--- src/rtl/knn_topk_engine_pkg.sv ---
// Shared definitions for the k-nearest-neighbour top-K engine: controller
// state encoding and the squared-distance width derivation.
package knn_topk_engine_pkg;

    typedef enum logic [1:0] {
        IDLE  = 2'd0,
        RUN   = 2'd1,
        DRAIN = 2'd2,
        DONE  = 2'd3
    } state_e;

    // Two squared (COORD_W+1)-bit differences each fit in 2*COORD_W bits
    // unsigned, so their sum needs exactly one extra bit.
    function automatic int dist_w_f(input int coord_w);
        return 2 * coord_w + 1;
    endfunction

endpackage

--- src/rtl/knn_topk_engine_sq_dist.sv ---
// Stage 1 of the engine: registered exact squared Euclidean distance between
// the latched test point and an incoming data point, with its label.
module knn_sq_dist
    import knn_topk_engine_pkg::*;
#(
    parameter  int COORD_W = 16,
    parameter  int LABEL_W = 8,
    localparam int DIST_W  = dist_w_f(COORD_W)
) (
    input  logic                      clk,
    input  logic                      rst,
    input  logic                      vld_p0,
    input  logic signed [COORD_W-1:0] test_x,
    input  logic signed [COORD_W-1:0] test_y,
    input  logic signed [COORD_W-1:0] in_x,
    input  logic signed [COORD_W-1:0] in_y,
    input  logic        [LABEL_W-1:0] label_p0,
    output logic                      vld_p1,
    output logic        [DIST_W-1:0]  dist_p1,
    output logic        [LABEL_W-1:0] label_p1
);

    // |d| <= 2^COORD_W - 1, so |d|^2 < 2^(2*COORD_W) and the product below
    // never loses significant bits at DIST_W.
    function automatic logic [DIST_W-1:0] sq_mag(input logic signed [COORD_W:0] d);
        logic [COORD_W:0] m;
        m = d[COORD_W] ? $unsigned(-d) : $unsigned(d);
        return DIST_W'(m) * DIST_W'(m);
    endfunction

    logic signed [COORD_W:0] dx, dy;
    logic                    vld_p1_d, vld_p1_q;
    logic [DIST_W-1:0]       dist_p1_d, dist_p1_q;
    logic [LABEL_W-1:0]      label_p1_d, label_p1_q;

    // Differences at COORD_W+1 bits are exact for any pair of inputs.
    always_comb begin
        dx         = {test_x[COORD_W-1], test_x} - {in_x[COORD_W-1], in_x};
        dy         = {test_y[COORD_W-1], test_y} - {in_y[COORD_W-1], in_y};
        vld_p1_d   = vld_p0;
        dist_p1_d  = sq_mag(dx) + sq_mag(dy);
        label_p1_d = label_p0;
    end

    // ---- stage 0 -> stage 1 boundary ----
    // Valid flag is the only stage-1 state that reset must clear.
    always_ff @(posedge clk or negedge rst) begin
        if (!rst) vld_p1_q <= 1'b0;
        else      vld_p1_q <= vld_p1_d;
    end

    // Payload loads only with a real point; it is ignored while invalid.
    always_ff @(posedge clk) begin
        if (vld_p0) begin
            dist_p1_q  <= dist_p1_d;
            label_p1_q <= label_p1_d;
        end
    end

    assign vld_p1   = vld_p1_q;
    assign dist_p1  = dist_p1_q;
    assign label_p1 = label_p1_q;

endmodule

--- src/rtl/knn_topk_engine.sv ---
// Streaming top-K nearest-neighbour engine: computes squared distances from a
// latched test point and keeps the K closest points in a sorted list that
// accepts one new entry per cycle.
module knn_topk_engine
    import knn_topk_engine_pkg::*;
#(
    parameter  int COORD_W = 16,
    parameter  int K       = 4,
    parameter  int LABEL_W = 8,
    localparam int DIST_W  = dist_w_f(COORD_W)
) (
    input  logic                        clk,
    input  logic                        rst,
    input  logic                        start,
    input  logic signed [COORD_W-1:0]   test_x,
    input  logic signed [COORD_W-1:0]   test_y,
    input  logic                        in_valid,
    output logic                        in_ready,
    input  logic signed [COORD_W-1:0]   in_x,
    input  logic signed [COORD_W-1:0]   in_y,
    input  logic        [LABEL_W-1:0]   in_label,
    input  logic                        in_last,
    output logic                        busy,
    output logic                        done,
    output logic        [K*DIST_W-1:0]  nbr_dist,
    output logic        [K*LABEL_W-1:0] nbr_label,
    output logic        [K-1:0]         nbr_valid
);

    state_e                    state_q, state_d;
    logic signed [COORD_W-1:0] test_x_q, test_x_d, test_y_q, test_y_d;
    logic                      xfer, start_acc;

    logic                      vld_p1;
    logic [DIST_W-1:0]         dist_p1;
    logic [LABEL_W-1:0]        label_p1;

    logic [DIST_W-1:0]         slot_dist_q [K];
    logic [DIST_W-1:0]         slot_dist_d [K];
    logic [LABEL_W-1:0]        slot_label_q[K];
    logic [LABEL_W-1:0]        slot_label_d[K];
    logic                      slot_vld_q  [K];
    logic                      slot_vld_d  [K];
    logic [DIST_W-1:0]         prev_dist   [K];
    logic [LABEL_W-1:0]        prev_label  [K];
    logic                      prev_vld    [K];
    logic [K-1:0]              gt, take_new, take_prev;

    assign in_ready  = (state_q == RUN);
    assign busy      = (state_q != IDLE);
    assign done      = (state_q == DONE);
    assign xfer      = in_valid && in_ready;
    assign start_acc = start && (state_q == IDLE);

    // Controller next state; the test point is captured only on an accepted start.
    always_comb begin
        state_d  = state_q;
        test_x_d = test_x_q;
        test_y_d = test_y_q;
        case (state_q)
            IDLE: begin
                if (start) begin
                    state_d  = RUN;
                    test_x_d = test_x;
                    test_y_d = test_y;
                end
            end
            RUN:     if (xfer && in_last) state_d = DRAIN;
            DRAIN:   if (!vld_p1) state_d = DONE;
            DONE:    state_d = IDLE;
            default: state_d = IDLE;
        endcase
    end

    knn_sq_dist #(
        .COORD_W (COORD_W),
        .LABEL_W (LABEL_W)
    ) u_sq_dist (
        .clk      (clk),
        .rst      (rst),
        .vld_p0   (xfer),
        .test_x   (test_x_q),
        .test_y   (test_y_q),
        .in_x     (in_x),
        .in_y     (in_y),
        .label_p0 (in_label),
        .vld_p1   (vld_p1),
        .dist_p1  (dist_p1),
        .label_p1 (label_p1)
    );

    // Every slot compares against the stage-1 entry in parallel. Because the
    // list is sorted and filled from slot 0, gt is thermometer-coded: the
    // lowest set bit is the insertion point (strict > keeps ties in arrival
    // order), slots above it take their lower neighbour, and with no bit set
    // the list is left untouched.
    for (genvar i = 0; i < K; i++) begin : g_slot
        assign gt[i] = !slot_vld_q[i] || (slot_dist_q[i] > dist_p1);
        if (i == 0) begin : g_first
            assign take_new[i]   = gt[i];
            assign prev_dist[i]  = '0;
            assign prev_label[i] = '0;
            assign prev_vld[i]   = 1'b0;
        end else begin : g_rest
            assign take_new[i]   = gt[i] && !gt[i-1];
            assign prev_dist[i]  = slot_dist_q[i-1];
            assign prev_label[i] = slot_label_q[i-1];
            assign prev_vld[i]   = slot_vld_q[i-1];
        end
        assign take_prev[i] = gt[i] && !take_new[i];

        assign slot_vld_d[i]   = start_acc     ? 1'b0 :
                                 !vld_p1       ? slot_vld_q[i] :
                                 take_new[i]   ? 1'b1 :
                                 take_prev[i]  ? prev_vld[i] : slot_vld_q[i];
        assign slot_dist_d[i]  = (!vld_p1 || start_acc) ? slot_dist_q[i] :
                                 take_new[i]   ? dist_p1 :
                                 take_prev[i]  ? prev_dist[i] : slot_dist_q[i];
        assign slot_label_d[i] = (!vld_p1 || start_acc) ? slot_label_q[i] :
                                 take_new[i]   ? label_p1 :
                                 take_prev[i]  ? prev_label[i] : slot_label_q[i];

        assign nbr_dist [i*DIST_W  +: DIST_W]  = slot_dist_q[i];
        assign nbr_label[i*LABEL_W +: LABEL_W] = slot_label_q[i];
        assign nbr_valid[i]                    = slot_vld_q[i];
    end

    // ---- stage 1 -> stage 2 boundary ----
    // Controller, test point and sorted list; reset empties everything.
    always_ff @(posedge clk or negedge rst) begin
        if (!rst) begin
            state_q  <= IDLE;
            test_x_q <= '0;
            test_y_q <= '0;
            for (int i = 0; i < K; i++) begin
                slot_dist_q[i]  <= '0;
                slot_label_q[i] <= '0;
                slot_vld_q[i]   <= 1'b0;
            end
        end else begin
            state_q  <= state_d;
            test_x_q <= test_x_d;
            test_y_q <= test_y_d;
            for (int i = 0; i < K; i++) begin
                slot_dist_q[i]  <= slot_dist_d[i];
                slot_label_q[i] <= slot_label_d[i];
                slot_vld_q[i]   <= slot_vld_d[i];
            end
        end
    end

endmodule
--- config.mk ---
export PLATFORM = sky130hd
export DESIGN_NAME = knn_topk_engine
export DESIGN_NICKNAME = d
export VERILOG_FILES = /design/src/rtl/knn_topk_engine_pkg.sv /design/src/rtl/knn_topk_engine_sq_dist.sv /design/src/rtl/knn_topk_engine.sv
export SDC_FILE = /design/constraint.sdc
export NUM_CORES = 2
export LEC_CHECK = 0
export BUFFER_PORTS_ARGS = -buffer_cell sky130_fd_sc_hd__buf_2
export CORE_AREA = 2 2 232 234
export CTS_BUF_LIST = sky130_fd_sc_hd__clkbuf_8
export DETAILED_ROUTE_END_ITERATION = 7
export DIE_AREA = 0 0 234 236
export HOLD_SLACK_MARGIN = 0.12
export PLACE_DENSITY_LB_ADDON = 0.3
export SETUP_SLACK_MARGIN = 0.05
export SLEW_MARGIN = 20
export SYNTH_ARGS = -nofsm -noshare
export SYNTH_HDL_FRONTEND = slang
export SYNTH_SLANG_ARGS = --single-unit
--- constraint.sdc ---
create_clock -name clk -period 26.1 [get_ports clk]
set_input_delay 5.22 -clock clk [delete_from_list [all_inputs] [get_ports clk]]
set_output_delay 5.22 -clock clk [all_outputs]
set_load 0.01 [all_outputs]
# Word-level counts from Yosys, hierarchy flattened
# Cells that the tools add are included.
# Widths: inputs -> output; s select.
# word_totals
reg_bits	244
in_bits	77
out_inout_bits	171
wordCells	114
# classes
n_addsub	5
mul	2
magnitude_cmp	4
n_eq_ne	6
muxes	33
n_bitwise	1
reduce_logical	45
# ops
operator	n
$mux 33	6
$gt 33x33->1	4
$mul 17x17->33	2
$mux 8	6
$mux 17	2
$neg 17->17	2
$sub 16x16->17	2
$add 33x33->33	1
$reduce_and 2->1	9
$mux 1	15
$reduce_bool 2->1	6
$logic_not 1->1	11
$logic_and 1x1->1	9
$reduce_bool 3->1	3
$pmux 2 s4	1
$mux 2	3
$logic_or 1x1->1	5
$eq 2x2->1 const B	2
$ne 2x2->1 const B	2
$reduce_and 3->1	1
$eq 2x1->1 const B	1
$logic_not 2->1	1
$ne 2x1->1 const B	1
$not 1->1	1

# Longest topological paths before layout
# logic_depth
ltp_word	10
depth_mapped	44
depth_no_buf	42

# Modules after synthesis
# A second synthesis with hierarchy kept.
# unflattened
cells_unflattened	3578
area_unflattened_um2	34275.4
# by_module_without_submodules
mod	n_inst	cells_per_inst	area_each_um2	seq_area_each_um2
knn_sq_dist	1	2170	19910.3	1256.2
knn_topk_engine	1	1408	14365.0	5054.8

# Worst setup path before layout
# Ideal clock, no wire load.
# synth_path
path_type	input-to-reg
start	input in_x[0]
end	register u_sq_dist.dist_p1_q[32], in the netlist u_sq_dist.dist_p1[32] (data pin)
setup_time_ns	0.268
arrival_ns	15.199
t_required_ns	25.832
setup_slack_ns	10.633
stages	42
path_buffers	2
path_cell_list	ha_1 > inv_1 > fa_1 > a211o_1 > a21bo_2 > a31o_2 > o31ai_2 > nor2b_1 > o31ai_1 > buf_2 > nand2_1 > xnor2_2 > clkinv_1 > nand2_1 > inv_1 > fa_1 > inv_1 > fa_1 > [6 not listed] > inv_1 > fa_1 > inv_1 > fa_1 > inv_1 > fa_1 > inv_1 > ha_1 > clkbuf_1 > a211oi_1 > o211ai_1 > nand3b_1 > nand2_1 > o2bb2ai_1 > o41ai_1 > o31ai_1 > o41ai_1 > xnor3_1
# synth_between
elab_chain_len	5
# synth_rtl
item	line	rtl
start: declaration	knn_topk_engine.sv:19	input logic signed [COORD_W-1:0] in_x,
$sub 16x16->17 *	knn_topk_engine_sq_dist.sv:38	dx = {test_x[COORD_W-1], test_x} - {in_x[COORD_W-1], in_x};
$neg 17->17	knn_topk_engine_sq_dist.sv:27	m = d[COORD_W] ? $unsigned(-d) : $unsigned(d);
$mux 17 *	knn_topk_engine_sq_dist.sv:27	
$mul 17x17->33 *	knn_topk_engine_sq_dist.sv:28	return DIST_W'(m) * DIST_W'(m);
$add 33x33->33 *	knn_topk_engine_sq_dist.sv:41	dist_p1_d = sq_mag(dx) + sq_mag(dy);
via u_sq_dist.dist_p1_d[32]	knn_topk_engine_sq_dist.sv:33	logic [DIST_W-1:0] dist_p1_d, dist_p1_q;
end signal: assignment	knn_topk_engine_sq_dist.sv:55	dist_p1_q <= dist_p1_d;
end: declaration	knn_topk_engine_sq_dist.sv:33	
# The timed path passes the listed nets; every way through them passes the cells marked *.
# A chain may end at the register's enable or synchronous reset.

# Final worst setup path
# Same ends and word-level chain as after synthesis.

==> impl_results.md <==
- Number of global-route vias before repair: 24,330
- Worst Setup Path Type: input pin to register
- Antenna violations before repair: 0
- Fin. Hold Viols: 0
- # IOs: 248
- Worst Tran Pin Value: 1196 ps
- Worst R2R Start: test_x_q[0]
- CP bufs+invs: 12
- # diodes: 0
- Endpoints failing setup: 0
- Syn_area_per_cell: 9.866 sq um
- Total clock sinks: 244
- Critical path launch point: in_x[0]
- Delay-heaviest family, CP: adder cells
- Nets: 4,320
- Unrepaired setup endpoints after global routing: no
- Layout Area Growth over Synthesis: 10.16%
- Leading area contributor after synthesis: fa_1
- CP most frequent cell: inv_1
- Max frequency: 61.69 MHz
- Slowest cell on the critical path: xor2_1
- Setup crit end kind: register
- Worst Path Max Fanout: 12
- Post-detail-place hpwl: 64,340 microns
- Sequential cell area fraction in the yosys report: 20.17%
- Layout cells sized above 1: 15.49%
- H-tree Lvls: 2
- Skew final: 53.78 ps
- Synth area leaders: fa_1 (28%), dfrtp_1 (16%), ha_1 (14%), inv_1 (8.5%), mux2_2 (5.5%)
- Routability cong.: 0.9336
- Max Cap Violations: 0
- Synth async-reset ratio: 83.20%
- Outcome: completed
- Yosys reg bits: 244
- CP max stage delay: 740 ps
- Slew Limit Headroom: 19.71%
- Core Area: 0.05307 sq mm
- Fin crit period: 16,210 ps
- Chip width: 234 microns
- Post-CTS Resized: 0
- CTS tree: done
- Vias: 23,001
- DIE AREA: 0.05522 sq mm
- Avg WL per Cell: 18.61 microns
- Worst hold-check path type: register to register
- Worst-Skew Late Latency: 630 ps
- Num CTS Buffers: 45
- Max Buffers Root-to-Sink: 3
- Critical path launch point type: input pin
- Via density: 5.509
- Largest net degree at the start of global routing: 72
- WL final: 77,680 microns
- First-pass GRT wire length: 126,800 microns
- Synthesized area: 0.03130 sq mm
- Synth Flop Type: dfrtp_1
- IO Port Bufs: 247
- Clock root cell: clkbuf_8
- Global route overflow: 0
- Post-Syn Instances: 3,172
- Most frequent cell after synthesis: inv_1
- Starting Density: 58.97%
- Setup Buffers After CTS: 0
- Post-synth EDFFs: 41
- Row cnt: 85
- Drt first pass iters: 5
- Commonest cells in the netlist: inv_1 (705), fa_1 (444), ha_1 (355)
- Drc violations: 0
- Hold Crit Start: test_x_q[10]
- Final period utilization: 62.11%
- YS warnings: 0
- WP data required: 26,430 ps
- Die Height: 236 microns
- Hold_buf cts: 0
- Final setup TNS: 0 ps
- Iter 0 DRT Violations: 1,668
- Slew Limit Fails: 0
- Clk slew on worst S/H paths: 60 ps
- Top cell type's share of synthesized area: 28.40%
- GR Util All Layers: 29.34%
- Distinct cells, synth: 78
- DRT antenna net count: 0
- Worst EP arrival: 16,540 ps
[logic make-up after synthesis]
logic type / Yosys count / share of synthesized area, %
adder cells (fa/ha/maj): 799 / 42.60
buffers and inverters: 786 / 9.455
AND/OR/NAND/NOR: 608 / 8.620
AO/OA/AOI/OAI: 393 / 7.948
flip-flops: 244 / 20.17
multiplexers: 237 / 8.192
XOR/XNOR: 103 / 2.999
other: 2 / 0.02400
[area by class of cell]
type                    count  area [sq um]
well taps                 696         870.8
clock inverters            27         173.9
repair buffers            274          1480
flip-flops and latches    244          6311
clock buffers              55         757.0
multi-input cells        2164         22200
fillers                  4294         18600
inverters                 715          2685
[flip-flops by register name, indices dropped and copies added (netlist names)]
register,count
u_sq_dist.label_p1,8
test_x_q,16
u_sq_dist.dist_p1,33
nbr_dist,132
state_q,2
nbr_label,32
test_y_q,16
u_sq_dist.vld_p1,1
nbr_valid,4
[final timing paths]
path | end | cells after the start | slack (ps)
hold / removal | test_x_q[10] | 1 | 500
min in group asynchronous | state_q[0] | 1 | 4630
setup reg to reg | u_sq_dist.dist_p1[32] | 41 | 14120
setup / recovery | u_sq_dist.dist_p1[32] | 41 | 9890
max in group asynchronous | nbr_dist[26] | 2 | 20110
hold reg to reg | test_x_q[10] | 1 | 500
[metal layers]
metal  wire, microns  global-route usage, %  part of all wire (%)  vias up
met3            5643                  4.824                   7.3      203
met4            3761                  12.52                   4.8        0
met5               0                      0                     0        -
met1           31860                  38.31                    41    11302
met2           36410                  48.33                    47      841
li1                -                      -                     -    10655
[layout by cell type, fill, tap and decap left out, types with 6 or more instances in the layout]
| master | n |
|---|---|
| a211oi_1 | 9 |
| a21o_1 | 60 |
| a21oi_1 | 166 |
| a31oi_1 | 13 |
| and2_1 | 6 |
| and3_1 | 10 |
| buf_2 | 246 |
| buf_4 | 25 |
| clkbuf_8 | 56 |
| clkinv_1 | 8 |
| conb_1 | 24 |
| dfrtp_1 | 203 |
| edfxtp_1 | 41 |
| fa_1 | 444 |
| ha_1 | 355 |
| inv_1 | 721 |
| mux2_2 | 153 |
| mux2i_1 | 84 |
| nand2_1 | 144 |
| nand2b_1 | 22 |
| nand3_1 | 19 |
| nand4_1 | 34 |
| nor2_1 | 288 |
| nor2b_1 | 16 |
| nor3_1 | 24 |
| o211ai_1 | 8 |
| o21a_1 | 18 |
| o21ai_0 | 50 |
| o21bai_1 | 8 |
| o31ai_1 | 6 |
| or2_2 | 15 |
| or3_1 | 7 |
| xnor2_1 | 60 |
| xor2_1 | 35 |
[metrics by stage]
step | std cells | area [sq um] | setup slack (ps) | utilization [%] | hold slack [ps]
finish | 4175 | 34470 | 9890 | 64.96 | 504.6
global route | 4175 | 34470 | 9011 | 64.96 | 526.7
CTS | 4173 | 34430 | 9909 | 64.87 | 512.8
detailed placement | 4091 | 33500 | 9252 | 63.12 | 501.1
global placement | 4091 | 33490 | 9541 | 63.10 | 494.7
floorplan | 3194 | 31380 | 10630 | - | 484.9
Power is left out: the tool's default activity adds up to more than one toggle a clock period on the data nets, which glitch-free logic cannot reach.
